File: config.mk
export PLATFORM = sky130hd
export DESIGN_NAME = dac_frame_scheduler
export DESIGN_NICKNAME = d
export VERILOG_FILES = /design/src/rtl/dac_pkg.sv /design/src/rtl/sample_tick_gen.sv /design/src/rtl/dac_frame_scheduler.sv
export SDC_FILE = /design/constraint.sdc
export NUM_CORES = 1
export LEC_CHECK = 0
export CORE_UTILIZATION = 48
export CTS_CLUSTER_DIAMETER = 40
export CTS_CLUSTER_SIZE = 16
export DETAILED_ROUTE_END_ITERATION = 8
export PLACE_DENSITY = 0.85
export SLEW_MARGIN = 20
export SYNTH_ARGS = -nofsm -noshare
export SYNTH_HDL_FRONTEND = slang
export SYNTH_HIERARCHICAL = 1
export SYNTH_SLANG_ARGS = --single-unit
File: constraint.sdc
create_clock -name CLK -period 2.2 [get_ports CLK]
set_clock_uncertainty 0.05 [all_clocks]
set_input_delay 0.22 -clock CLK [delete_from_list [all_inputs] [get_ports CLK]]
set_output_delay 0.22 -clock CLK [all_outputs]
set_load 0.005 [all_outputs]
File: src/rtl/dac_pkg.sv
// rtl/dac_pkg.sv - shared DAC command constants, frame helper and scheduler state type
package dac_pkg;

    localparam logic [3:0] DAC_CMD_WRITE_UPDATE = 4'b0011;
    localparam int         DAC_FRAME_W          = 24;
    localparam int         DAC_SAMPLE_W         = 16;

    typedef enum logic [2:0] {
        ST_IDLE    = 3'd0,
        ST_START_L = 3'd1,
        ST_WAIT_L  = 3'd2,
        ST_START_R = 3'd3,
        ST_WAIT_R  = 3'd4
    } sched_state_t;

    function automatic logic [DAC_FRAME_W-1:0] dac_frame(
        input logic [3:0]              addr,
        input logic [DAC_SAMPLE_W-1:0] sample
    );
        return {DAC_CMD_WRITE_UPDATE, addr, sample};
    endfunction

endpackage

File: src/rtl/sample_tick_gen.sv
// rtl/sample_tick_gen.sv - free-running divider producing a one-cycle tick every CLK_DIV cycles
module sample_tick_gen #(
    parameter int CLK_DIV = 2267
) (
    input  logic CLK,
    input  logic RST,
    output logic tick
);

    localparam int              CW   = $clog2(CLK_DIV);
    localparam logic [CW-1:0]   LAST = CW'(CLK_DIV - 1);

    logic [CW-1:0] cnt;

    always_ff @(posedge CLK) begin
        if (RST) begin
            cnt <= '0;
        end else if (cnt == LAST) begin
            cnt <= '0;
        end else begin
            cnt <= cnt + CW'(1);
        end
    end

    assign tick = (cnt == LAST);

endmodule

File: src/rtl/dac_frame_scheduler.sv
// rtl/dac_frame_scheduler.sv - stereo sample buffers feeding the SPI DAC engine, one L/R frame pair per tick
// Optional per-channel underrun counters: DAC_SCHED_UNDERRUN_CNT_EN
module dac_frame_scheduler
    import dac_pkg::*;
#(
    parameter int         CLK_DIV = 2267,
    parameter logic [3:0] ADDR_L  = 4'h0,
    parameter logic [3:0] ADDR_R  = 4'h1
) (
    input  logic                    CLK,
    input  logic                    RST,
    input  logic [DAC_SAMPLE_W-1:0] l_data,
    input  logic                    l_valid,
    output logic                    l_ready,
    input  logic [DAC_SAMPLE_W-1:0] r_data,
    input  logic                    r_valid,
    output logic                    r_ready,
    output logic [DAC_FRAME_W-1:0]  dac_word,
    output logic                    dac_start,
    input  logic                    dac_done,
    output logic [1:0]              underrun,
    output logic                    overrun
`ifdef DAC_SCHED_UNDERRUN_CNT_EN
    ,
    output logic [15:0]             l_urun_cnt,
    output logic [15:0]             r_urun_cnt
`endif
);

    logic                    tick;
    logic                    accept;
    sched_state_t            state;
    logic                    l_full, r_full;
    logic [DAC_SAMPLE_W-1:0] l_buf, r_buf;
    logic [DAC_SAMPLE_W-1:0] frame_l, frame_r;

    sample_tick_gen #(.CLK_DIV(CLK_DIV)) u_tick (
        .CLK  (CLK),
        .RST  (RST),
        .tick (tick)
    );

    // Ready is gated by RST so the source sees no acceptance while the block is held in reset.
    assign l_ready = !RST && !l_full;
    assign r_ready = !RST && !r_full;
    assign accept  = tick && (state == ST_IDLE);

    always_ff @(posedge CLK) begin
        if (RST) begin
            state     <= ST_IDLE;
            l_full    <= 1'b0;
            r_full    <= 1'b0;
            l_buf     <= '0;
            r_buf     <= '0;
            frame_l   <= '0;
            frame_r   <= '0;
            dac_word  <= '0;
            dac_start <= 1'b0;
            underrun  <= 2'b00;
            overrun   <= 1'b0;
        end else begin
            // A handshake in the tick cycle refills the buffer for the following tick.
            if (l_valid && !l_full) begin
                l_buf  <= l_data;
                l_full <= 1'b1;
            end else if (accept) begin
                l_full <= 1'b0;
            end
            if (r_valid && !r_full) begin
                r_buf  <= r_data;
                r_full <= 1'b1;
            end else if (accept) begin
                r_full <= 1'b0;
            end

            if (tick && state != ST_IDLE) begin
                overrun <= 1'b1;
            end

            case (state)
                ST_IDLE: begin
                    if (tick) begin
                        if (l_full) frame_l <= l_buf;
                        else        underrun[0] <= 1'b1;
                        if (r_full) frame_r <= r_buf;
                        else        underrun[1] <= 1'b1;
                        dac_word  <= dac_frame(ADDR_L, l_full ? l_buf : frame_l);
                        dac_start <= 1'b1;
                        state     <= ST_START_L;
                    end
                end
                ST_START_L: begin
                    dac_start <= 1'b0;
                    state     <= ST_WAIT_L;
                end
                ST_WAIT_L: begin
                    if (dac_done) begin
                        dac_word  <= dac_frame(ADDR_R, frame_r);
                        dac_start <= 1'b1;
                        state     <= ST_START_R;
                    end
                end
                ST_START_R: begin
                    dac_start <= 1'b0;
                    state     <= ST_WAIT_R;
                end
                ST_WAIT_R: begin
                    if (dac_done) state <= ST_IDLE;
                end
                default: begin
                    dac_start <= 1'b0;
                    state     <= ST_IDLE;
                end
            endcase
        end
    end

`ifdef DAC_SCHED_UNDERRUN_CNT_EN
    always_ff @(posedge CLK) begin
        if (RST) begin
            l_urun_cnt <= '0;
            r_urun_cnt <= '0;
        end else if (accept) begin
            if (!l_full && l_urun_cnt != 16'hFFFF) l_urun_cnt <= l_urun_cnt + 16'd1;
            if (!r_full && r_urun_cnt != 16'hFFFF) r_urun_cnt <= r_urun_cnt + 16'd1;
        end
    end
`endif

endmodule

==> run_results.csv <==
group,metric,value,unit
status,status,"complete, no violations",
critical_path,worstSetupStartpointType,"register",
grt,grt_usage,20.3,%
critical_path,reg2reg_slack,0.08,ns
sta,period_minus_slack,2.12,ns
critical_path,endpoint_kind,"register",
clock_tree,numCtsBuffers,9,
grt,grt_util_met3,4.34,%
critical_path,crit_start,"u_tick/cnt[0]",
power,p_leak,1.86,nW
yosys,synth_cells,469,
grt,antenna_found_initial,0,
critical_path,path_depth,8,
layout,area_growth,21.9,%
route,drc_errors,0,
clock_tree,root_buffer,"clkbuf_8",
floorplan,rows,33,
placed_design,dp.final_hpwl,6.04,mm
layout,drive_gt1_share,12.2,%
sta,clock.fmax,0.472,GHz
sta,tns,0,ns
clock_tree,postCtsSetupRepairBufs,0,
sta,slew_headroom,52.3,%
layout,n_fill_cell,663,
yosys,synth-seq-cells,103,
clock_tree,ctsLongestPathBuffers,2,
grt,grt_pass1_vias,2978,
sta,maxSlewViolCount,0,
critical_path,worst_path_max_delay_cell,"or4b_4",
yosys,avgSynthCellArea,8.99,sq um
critical_path,critPathMaxStageDelay,0.47,ns
power,power_density,698,mW/mm^2
critical_path,reg2reg_from,"u_tick/cnt[0]",
route,ant_nets,0,
critical_path,path_cells,"inv_1, ha_1, nor4b_4, and4_4, or4b_4, buf_8, o21ai_0, a21oi_1",
route,dr_total_vias,3313,
yosys,synth_cell_types,42,
grt,use_met1,27.1,%
critical_path,arrival,2.30,ns
sta,period_share,96.3,%
grt,grt_max_degree,46,
route,wl,8.85,mm
critical_path,crit_end,"frame_r[10]",
floorplan,pin_count,67,
clock_tree,cts_tree,"yes",
grt,grt.busiest_layer,"met2",
floorplan,core,0.00834,sq mm
route,post_drt_wl_per_cell,14.1,um
grt,grt_pass1_wl,14.4,mm
clock_tree,clk_latency,0.35,ns
route,dr.pass1.iters,4,
route,drt_iter0_drc,153,
floorplan,die_h,95.7,um
critical_path,worst-r2r-cell-count,8,
sta,worstMarginPinSlew,0.716,ns
yosys,yosysWarnings,6,
grt,grtUsageMet2,32.3,%
critical_path,crit_buf_inv,2,
layout,num_antenna_cells,0,
critical_path,worstSetupPathType,"reg2reg",
yosys,syn_area,0.00422,sq mm
floorplan,initial_utilization,50.6,%
flow_run,drv_cap,0,
critical_path,cp_top_family,"simple AND/OR/NAND/NOR gates",
clock_tree,cts.sinks,103,
floorplan,dieArea,0.00916,sq mm
power,p_total,3.59,mW
clock_tree,clkTransAtPathRegs,0.09,ns
placed_design,gp_congestion,0.793,
sta,hold_viol,0,
placed_design,port_buffers,61,
min_path,hp-class,"in2reg",
yosys,ys_seq_area_share,48.9,%
route,vias_per_cell,5.27,
grt,overflow,0,
power,ir_drop,0.335,mV
clock_tree,cts-htree-levels,3,
floorplan,die_x,95.7,um
critical_path,path_max_fanout,24,
layout,finalNetCount,558,
critical_path,r2r-end,"frame_r[10]",
critical_path,crit_required,2.38,ns
sta,finalSetupViolCount,0,
per-layer routing:
layer | vias up | share of wire, %
met2 | 94 | 46
met4 | 0 | 1.2
met5 | - | 0
li1 | 1686 | -
met1 | 1522 | 46
met3 | 11 | 6.6
layout make-up:
cell class	instances	area, sq um	area share (%)
well taps	105	131	2.56
clock inverters	6	108	2.09
repair buffers	78	753	14.7
multi-input cells	313	1890	36.8
clock buffers	10	138	2.68
inverters	14	52.6	1.02
flip-flops and latches	103	2060	40.2
stage by stage:
step | instance area, sq um | util (%) | std cells | hold slack (ns) | setup WS (ns)
floorplan | 4230 | - | 473 | 0.306 | 0.123
global placement | 4870 | 58.3 | 613 | 0.394 | 0.144
detailed placement | 4870 | 58.3 | 613 | 0.399 | -0.00929
CTS | 5110 | 61.3 | 629 | 0.342 | 0.00316
global route | 5140 | 61.6 | 629 | 0.351 | -0.00845
finish | 5140 | 61.6 | 629 | 0.355 | 0.0814
power breakdown:
group          switching [mW]  leakage (nW)  internal [mW]
Sequential             0.0323         0.836           1.91
Clock                   0.611         0.122          0.783
Combinational           0.127         0.902          0.129
Total                   0.770          1.86           2.82
worst min-delay path by stage:
stage / from / end / slack [ns] / depth (start not counted)
final: l_data[0] / l_buf[0] / 0.35 / 3
after CTS: r_data[10] / r_buf[10] / 0.34 / 3
after global routing: l_data[13] / l_buf[13] / 0.35 / 3
after floorplan: l_data[10] / l_buf[10] / 0.31 / 2
after detailed placement: r_buf[9] / r_buf[9] / 0.40 / 2
after global placement: l_buf[3] / l_buf[3] / 0.39 / 2
sequential cells by signal (all words and copies together), names as in the netlist:
| signal | flops |
|---|---|
| l_full | 1 |
| state | 3 |
| dac_start | 1 |
| underrun | 2 |
| r_full | 1 |
| dac_word | 18 |
| frame_r | 16 |
| l_buf | 16 |
| overrun | 1 |
| r_buf | 16 |
| frame_l | 16 |
| u_tick/cnt | 12 |
cells by family (layout without fill, tap and decap cells):
group	Yosys count	in the layout	share of synthesized area, %
buffers and inverters	57	108	7.00
other	1	5	0.0889
and+or+nand+nor	161	161	17.6
xor gates and xnor gates	10	10	2.08
adders and majority gates	2	2	0.593
AOI/OAI and AO/OA	102	102	15.0
muxes	33	33	8.69
DFF	103	103	48.9
synthesized netlist by cell type (all sizes together):
library cell  instances  area (sq um)
a2111oi               1          8.76
a211oi               11          82.6
a21oi                56           284
a32oi                 1          8.76
and2                  1          6.26
and3                  1          6.26
and4                  3          31.3
buf                  23           168
clkbuf               20          75.1
conb                  1          3.75
dfxtp               103          2060
ha                    2          25.0
inv                  14          52.6
mux2                 17           206
mux2i                16           160
nand2                66           248
nand2b                3          18.8
nand3                21           105
nand3b                2          15.0
nand4                 2          12.5
nor2                 45           169
nor2b                 2          12.5
nor3                  7          35.0
nor4b                 2          32.5
o21ai                17          85.1
o2bb2ai              16           165
or2                   1          8.76
or3                   2          12.5
or3b                  1          8.76
or4b                  2          20.0
xnor2                 2          17.5
xor2                  8          70.1
cells in the final DEF (no fill, tap or decap), drive strengths merged, types with 2 or more instances in the layout:
cell type	netlist	final
a211oi	11	11
dfxtp	103	103
nand2b	3	3
clkinv	0	2
mux2i	16	16
nand4	2	2
conb	1	5
mux2	17	17
xor2	8	8
o21ai	17	17
nand3b	2	2
o2bb2ai	16	16
nor3	7	7
and4	3	3
clkbuf	20	10
nor4b	2	2
nand2	66	66
nor2b	2	2
buf	23	18
xnor2	2	2
or4b	2	2
bufinv	0	3
nor2	45	45
clkdlybuf4s50	0	60
ha	2	2
nand3	21	21
or3	2	2
inv	14	14
a21oi	56	56
tightest hold or removal path, cell delays in order:
cell	delay (ns)
clkdlybuf4s50_1	0.40
nand2_1	0.05
a21oi_1	0.05
repair_timing:
action	CTS	global route
pin swaps	0	1
setup endpoints to repair	6	25
gates resized for setup	3	9
gates cloned	0	0
hold buffers	0	0
No activity file was read; power rests on OpenSTA's default activity.
